==> config.mk <==
export PLATFORM = sky130hd
export DESIGN_NAME = fs_accel_iload_ctrl_flat
export DESIGN_NICKNAME = d
export VERILOG_FILES = /design/src/rtl/fs_accel_iload_ctrl_if.sv /design/src/rtl/fs_accel_iload_ctrl.sv /design/src/flat_wrapper.sv
export SDC_FILE = /design/constraint.sdc
export NUM_CORES = 1
export LEC_CHECK = 0
export ABC_CLOCK_PERIOD_IN_PS = 2950
export CAP_MARGIN = 40
export CELL_PAD_IN_SITES_DETAIL_PLACEMENT = 0
export CELL_PAD_IN_SITES_GLOBAL_PLACEMENT = 2
export CORE_ASPECT_RATIO = 1.1
export CORE_MARGIN = 5
export CORE_UTILIZATION = 32
export CTS_BUF_LIST = sky130_fd_sc_hd__clkbuf_4
export DETAILED_ROUTE_END_ITERATION = 10
export GPL_TIMING_DRIVEN = 0
export PLACE_DENSITY = 0.79
export SYNTH_ARGS = -nofsm -noshare
export SYNTH_HDL_FRONTEND = slang
export SYNTH_SLANG_ARGS = --single-unit
==> constraint.sdc <==
create_clock -name clk -period 2.95 [get_ports clk]
set_clock_uncertainty 0.1 [all_clocks]
set_input_delay 0.4425 -clock clk [delete_from_list [all_inputs] [get_ports clk]]
set_output_delay 0.4425 -clock clk [all_outputs]
set_load 0.03 [all_outputs]
==> src/rtl/fs_accel_iload_ctrl_if.sv <==
// fs_accel_iload_ctrl_if
//   Bundles the job configuration, input line buffer read port, input demux
//   and window write strobes, and the PE acknowledge handshake for the 3x3 PE
//   input window loader.
//   master : the load controller (drives status, buffer reads, window writes)
//   slave  : the surrounding system (drives start, configuration, win_ack)
interface fs_accel_iload_ctrl_if #(
  parameter int ADDR_W = 10,
  parameter int CNT_W  = 8
);
  logic              start;
  logic [ADDR_W-1:0] cfg_base_addr;
  logic [ADDR_W-1:0] cfg_row_stride;
  logic [CNT_W-1:0]  cfg_num_win;
  logic              busy;
  logic              done;
  logic              buf_rd_en;
  logic [ADDR_W-1:0] buf_rd_addr;
  logic [1:0]        idemux_sel;
  logic              win_we;
  logic              win_valid;
  logic              win_ack;
  logic [15:0]       perf_stall_cnt;

  modport master (
    input  start, cfg_base_addr, cfg_row_stride, cfg_num_win, win_ack,
    output busy, done, buf_rd_en, buf_rd_addr, idemux_sel, win_we,
           win_valid, perf_stall_cnt
  );

  modport slave (
    output start, cfg_base_addr, cfg_row_stride, cfg_num_win, win_ack,
    input  busy, done, buf_rd_en, buf_rd_addr, idemux_sel, win_we,
           win_valid, perf_stall_cnt
  );
endinterface

==> src/rtl/fs_accel_iload_ctrl.sv <==
// fs_accel_iload_ctrl
//   Sequencer for the 3-row input demux feeding the 3x3 PE input window.
//   Per window it issues 3 row reads (base + r*stride) to the input line
//   buffer, steers each returned row (1-cycle read latency) to window row
//   0/1/2 via idemux_sel + win_we, then holds win_valid until win_ack.
//   After each ack the base slides one column (+1) until cfg_num_win windows
//   are done, then a one-cycle done pulse is emitted.
// Ports:
//   clk, rst : clock, synchronous active-high reset
//   bus      : fs_accel_iload_ctrl_if.master (start/cfg in, busy/done,
//              buffer read, demux select, window strobes, win_ack, perf)
// Build option:
//   FS_ACCEL_ILOAD_PERF_EN - when defined, perf_stall_cnt counts cycles spent
//   waiting for win_ack (saturating, cleared on accepted start and rst);
//   otherwise it is tied to zero.
module fs_accel_iload_ctrl #(
  parameter int ADDR_W = 10,
  parameter int CNT_W  = 8
) (
  input  logic                  clk,
  input  logic                  rst,
  fs_accel_iload_ctrl_if.master bus
);

  typedef enum logic [2:0] {IDLE, ISSUE, DRAIN, WAIT_PE, FIN} state_t;

  state_t            state_q, state_d;
  logic [1:0]        r_q, r_d;
  logic [ADDR_W-1:0] base_q, base_d;
  logic [ADDR_W-1:0] stride_q, stride_d;
  logic [CNT_W-1:0]  rem_q, rem_d;
  logic              busy_q, busy_d;
  logic              done_q, done_d;
  logic              rd_en_q, rd_en_d;
  logic [ADDR_W-1:0] addr_q, addr_d;
  logic [1:0]        sel_q, sel_d;
  logic              we_q, we_d;
  logic              valid_q, valid_d;

  always_comb begin
    state_d  = state_q;
    r_d      = r_q;
    base_d   = base_q;
    stride_d = stride_q;
    rem_d    = rem_q;
    busy_d   = busy_q;
    done_d   = 1'b0;
    rd_en_d  = 1'b0;
    addr_d   = addr_q;
    valid_d  = valid_q;
    // Write side is the read side delayed by the buffer's 1-cycle latency;
    // the select holds its last row between bursts.
    we_d     = rd_en_q;
    sel_d    = rd_en_q ? r_q : sel_q;

    unique case (state_q)
      IDLE: begin
        if (bus.start) begin
          base_d   = bus.cfg_base_addr;
          stride_d = bus.cfg_row_stride;
          rem_d    = bus.cfg_num_win;
          busy_d   = 1'b1;
          if (bus.cfg_num_win != '0) begin
            state_d = ISSUE;
            rd_en_d = 1'b1;
            addr_d  = bus.cfg_base_addr;
            r_d     = 2'd0;
          end else begin
            state_d = FIN;
          end
        end
      end
      ISSUE: begin
        if (r_q == 2'd2) begin
          state_d = DRAIN;
        end else begin
          rd_en_d = 1'b1;
          r_d     = r_q + 2'd1;
          addr_d  = addr_q + stride_q;
        end
      end
      DRAIN: begin
        // Last row is written this cycle, so the window is complete next.
        state_d = WAIT_PE;
        valid_d = 1'b1;
      end
      WAIT_PE: begin
        if (bus.win_ack) begin
          valid_d = 1'b0;
          rem_d   = rem_q - CNT_W'(1);
          base_d  = base_q + ADDR_W'(1);
          if (rem_q > CNT_W'(1)) begin
            state_d = ISSUE;
            rd_en_d = 1'b1;
            addr_d  = base_q + ADDR_W'(1);
            r_d     = 2'd0;
          end else begin
            state_d = FIN;
          end
        end
      end
      FIN: begin
        state_d = IDLE;
        done_d  = 1'b1;
        busy_d  = 1'b0;
      end
      default: state_d = IDLE;
    endcase
  end

  always_ff @(posedge clk) begin
    if (rst) begin
      state_q <= IDLE;
      r_q     <= '0;
      rem_q   <= '0;
      busy_q  <= 1'b0;
      done_q  <= 1'b0;
      rd_en_q <= 1'b0;
      addr_q  <= '0;
      sel_q   <= '0;
      we_q    <= 1'b0;
      valid_q <= 1'b0;
    end else begin
      state_q <= state_d;
      r_q     <= r_d;
      rem_q   <= rem_d;
      busy_q  <= busy_d;
      done_q  <= done_d;
      rd_en_q <= rd_en_d;
      addr_q  <= addr_d;
      sel_q   <= sel_d;
      we_q    <= we_d;
      valid_q <= valid_d;
    end
  end

  // Latched job configuration is only meaningful while busy.
  always_ff @(posedge clk) begin
    base_q   <= base_d;
    stride_q <= stride_d;
  end

`ifdef FS_ACCEL_ILOAD_PERF_EN
  logic [15:0] stall_q, stall_d;

  always_comb begin
    stall_d = stall_q;
    if (state_q == IDLE && bus.start) begin
      stall_d = '0;
    end else if (state_q == WAIT_PE && !bus.win_ack && stall_q != 16'hFFFF) begin
      stall_d = stall_q + 16'd1;
    end
  end

  always_ff @(posedge clk) begin
    if (rst) stall_q <= '0;
    else     stall_q <= stall_d;
  end

  assign bus.perf_stall_cnt = stall_q;
`else
  assign bus.perf_stall_cnt = 16'd0;
`endif

  assign bus.busy        = busy_q;
  assign bus.done        = done_q;
  assign bus.buf_rd_en   = rd_en_q;
  assign bus.buf_rd_addr = addr_q;
  assign bus.idemux_sel  = sel_q;
  assign bus.win_we      = we_q;
  assign bus.win_valid   = valid_q;

endmodule

==> src/flat_wrapper.sv <==
// flat-port wrapper written by rule: the top's interface ports become plain ports
module fs_accel_iload_ctrl_flat 
#(
  parameter int ADDR_W = 10,
  parameter int CNT_W  = 8
)
  (clk, rst, bus_start, bus_cfg_base_addr, bus_cfg_row_stride, bus_cfg_num_win, bus_win_ack, bus_busy, bus_done, bus_buf_rd_en, bus_buf_rd_addr, bus_idemux_sel, bus_win_we, bus_win_valid, bus_perf_stall_cnt);
  fs_accel_iload_ctrl_if #(.ADDR_W(ADDR_W), .CNT_W(CNT_W)) bus_i ();
  input  logic clk;
  input  logic rst;
  input wire logic [$bits(bus_i.start)-1:0] bus_start;
  input wire logic [$bits(bus_i.cfg_base_addr)-1:0] bus_cfg_base_addr;
  input wire logic [$bits(bus_i.cfg_row_stride)-1:0] bus_cfg_row_stride;
  input wire logic [$bits(bus_i.cfg_num_win)-1:0] bus_cfg_num_win;
  input wire logic [$bits(bus_i.win_ack)-1:0] bus_win_ack;
  output wire logic [$bits(bus_i.busy)-1:0] bus_busy;
  output wire logic [$bits(bus_i.done)-1:0] bus_done;
  output wire logic [$bits(bus_i.buf_rd_en)-1:0] bus_buf_rd_en;
  output wire logic [$bits(bus_i.buf_rd_addr)-1:0] bus_buf_rd_addr;
  output wire logic [$bits(bus_i.idemux_sel)-1:0] bus_idemux_sel;
  output wire logic [$bits(bus_i.win_we)-1:0] bus_win_we;
  output wire logic [$bits(bus_i.win_valid)-1:0] bus_win_valid;
  output wire logic [$bits(bus_i.perf_stall_cnt)-1:0] bus_perf_stall_cnt;
  assign bus_i.start = bus_start;
  assign bus_i.cfg_base_addr = bus_cfg_base_addr;
  assign bus_i.cfg_row_stride = bus_cfg_row_stride;
  assign bus_i.cfg_num_win = bus_cfg_num_win;
  assign bus_i.win_ack = bus_win_ack;
  assign bus_busy = bus_i.busy;
  assign bus_done = bus_i.done;
  assign bus_buf_rd_en = bus_i.buf_rd_en;
  assign bus_buf_rd_addr = bus_i.buf_rd_addr;
  assign bus_idemux_sel = bus_i.idemux_sel;
  assign bus_win_we = bus_i.win_we;
  assign bus_win_valid = bus_i.win_valid;
  assign bus_perf_stall_cnt = bus_i.perf_stall_cnt;
  fs_accel_iload_ctrl #(.ADDR_W(ADDR_W), .CNT_W(CNT_W)) u_core (.clk(clk), .rst(rst), .bus(bus_i));
endmodule
==> metrics.csv <==
metric,value,unit
outcome,completed,
yosys_warnings,0,
timing.hold.worst.start,u_core.r_q[0],
holdCritPathClass,register to register,
die_w,104,um
synth.top_cell.area_share,0.192,
grt_pass1_vias,2642,
relSlewSlack,0.463,
die_area,0.0118,mm^2
synth_top_area_cell,dfxtp_1,
slew_violations,0,
cts_tree,built,
clk_latency,0.38,ns
vias,2729,
synth_cell_type_count,64,
crit_path_cell_trace,ha_1 -> inv_1 -> fa_1 -> nor2b_1 -> o31a_1 -> mux2i_1 -> a2111oi_0 -> o32ai_2,
first_iter_violations,105,
grt_pass1_wl,13800,um
cts_htree_levels,2,
core,0.00944,mm^2
syn_to_final_growth,25.0,%
leakagePower,1.52,nW
max-cap-violations,0,
rsz0062_at_grt,false,
dp_hpwl,6480,um
syn_inst,344,
drive_gt1_frac,0.123,
nets,461,
grt_max_degree,20,
die_h,114,um
tightest_slew,0.805,ns
slowest_stage,a2111oi_0,
syn_area,0.00312,mm^2
placed_cells,525,
synthTopCellsByArea,"dfxtp_1, edfxtp_1, nor2_1",
grt_usage,0.144,
first_pass_iters,4,
clockRootBuffer,clkbuf_4,
routed_wl,8620,um
synth_edf_count,20,
viasPerCell,5.12,
arrival,2.53,ns
post_cts_buffers,0,
cp_slowest_stage_delay,0.48,ns
start_kind,register,
cts_resized,0,
rows,37,
max_freq,416,MHz
fillers,1011,
place_congestion,0.774,
finalSetupViolations,0,
setup.worst_path.start,u_core.bus.buf_rd_addr[0],
antenna_found_initial,0,
grt_overflow,0,
syn_avg_cell_area,9.08,um^2
drtAntennaViolNets,0,
io_buffers,48,
cts_sinks,50,
hold_slack,0.407,ns
required,3.08,ns
stdcell_count,533,
remaining_drc_errors,0,
ys_seq_elements,50,
avgRoutedWirePerCell,16.2,um
clk_pin_slew,0.17,ns
cts-hold-fix-buffers,0,
clockBufferDepth,2,
crit_type,register to register,
layout_commonest_cell,clkdlybuf4s50_1,
synth-seq-area-share,0.384,
ir_drop,0.000180,V
final_cell_area,0.00391,mm^2
final_cell_mix,"clkdlybuf4s50_1, nor2_1, nand2_1",
fin_crit,2.40,ns
async_flop_share,0,
cp-end-kind,register,
initial_utilization,0.331,
p_total,2.04,mW
fin_util,0.414,
synth_ff_type,dfxtp_1,
diodes,0,
r2r_start,u_core.bus.buf_rd_addr[0],
cts_buffers,5,
dpl-instance-area,0.00383,mm^2
final_hold_viol_count,0,
ioPinCount,65,
powerDensity,521,mW/mm^2
finalCritPeriodShare,0.814,
critical_path.max_fanout,3,
rrSetupSlack,0.55,ns
[cells by family (layout without fill, tap and decap cells)]
kind of cell | after synthesis | after routing | synth area share
compound gates | 90 | 90 | 0.215
flops | 50 | 50 | 0.384
fa+ha+maj | 14 | 14 | 0.0585
other cells | 1 | 16 | 0.00120
xor+xnor | 9 | 9 | 0.0252
mux | 7 | 7 | 0.0224
buf+inv | 44 | 101 | 0.0793
simple gates | 129 | 129 | 0.214
[layout make-up]
class,count,area [um^2],area share
multi-input cells,265,1740,0.446
flip-flops and latches,50,1200,0.307
repair buffers,49,492,0.126
plain buffers,33,206,0.0529
well taps,117,146,0.0375
clock buffers,6,45.0,0.0115
inverters,11,41.3,0.0106
clock inverters,2,33.8,0.00865
[where the power goes]
| part | total, mW | switching (mW) | leakage (nW) | internal (mW) |
|---|---|---|---|---|
| registers | 0.855 | 0.0586 | 0.439 | 0.796 |
| logic | 0.764 | 0.440 | 1.03 | 0.324 |
| clock network | 0.416 | 0.230 | 0.0433 | 0.186 |
| total | 2.04 | 0.729 | 1.52 | 1.31 |
[cells in the mapped netlist (all sizes together) (4+ instances only)]
cell type and instances:
nor2 44, nand2 32, dfxtp 30, buf 23, a21oi 21, edfxtp 20
a211oi 18, o21ai 18, ha 13, nand3 12, inv 11, clkbuf 10
mux2i 7, nor3 7, a21o 6, nand2b 5, xnor2 5, a221oi 4
or3 4, xor2 4
[worst max-delay path, delay by kind of cell (launching register included)]
kind            cells  cell delay (ns)
mux                 1             0.09
flops               1             0.39
compound gates      3             0.83
buf+inv             1             0.06
fa+ha+maj           2             0.60
simple gates        1             0.17
[per-stage QoR]
step	setup WS, ns	TNS, ns
4_1_cts	0.523	0
3_3_place_gp	-0.568	-8.71
2_1_floorplan	0.566	0
5_1_grt	0.345	0
6_report	0.548	0
3_5_place_dp	0.190	0
[flip-flops by register name, summed over array words and instances, names as in the netlist, 2 cells and up]
| signal | flops |
|---|---|
| u_core.rem_q | 8 |
| u_core.bus.idemux_sel | 2 |
| u_core.bus.buf_rd_addr | 10 |
| u_core.base_q | 10 |
| u_core.r_q | 2 |
| u_core.stride_q | 10 |
| u_core.state_q | 3 |
[final timing paths]
kind / cells after the start / to
hold / removal: 2 / u_core.r_q[0]
setup reg to reg: 8 / u_core.bus.buf_rd_addr[6]
hold reg to reg: 2 / u_core.r_q[0]
setup / recovery: 8 / u_core.bus.buf_rd_addr[6]
[metal layers]
| metal | vias up | part of all wire | GRT usage |
|---|---|---|---|
| li1 | 1364 | - | - |
| met1 | 1286 | 0.46 | 0.199 |
| met2 | 72 | 0.47 | 0.234 |
| met3 | 7 | 0.059 | 0.0306 |
| met4 | 0 | 0.0067 | 0.0294 |
| met5 | - | 0 | 0 |
(Power assumes the default switching activity.)
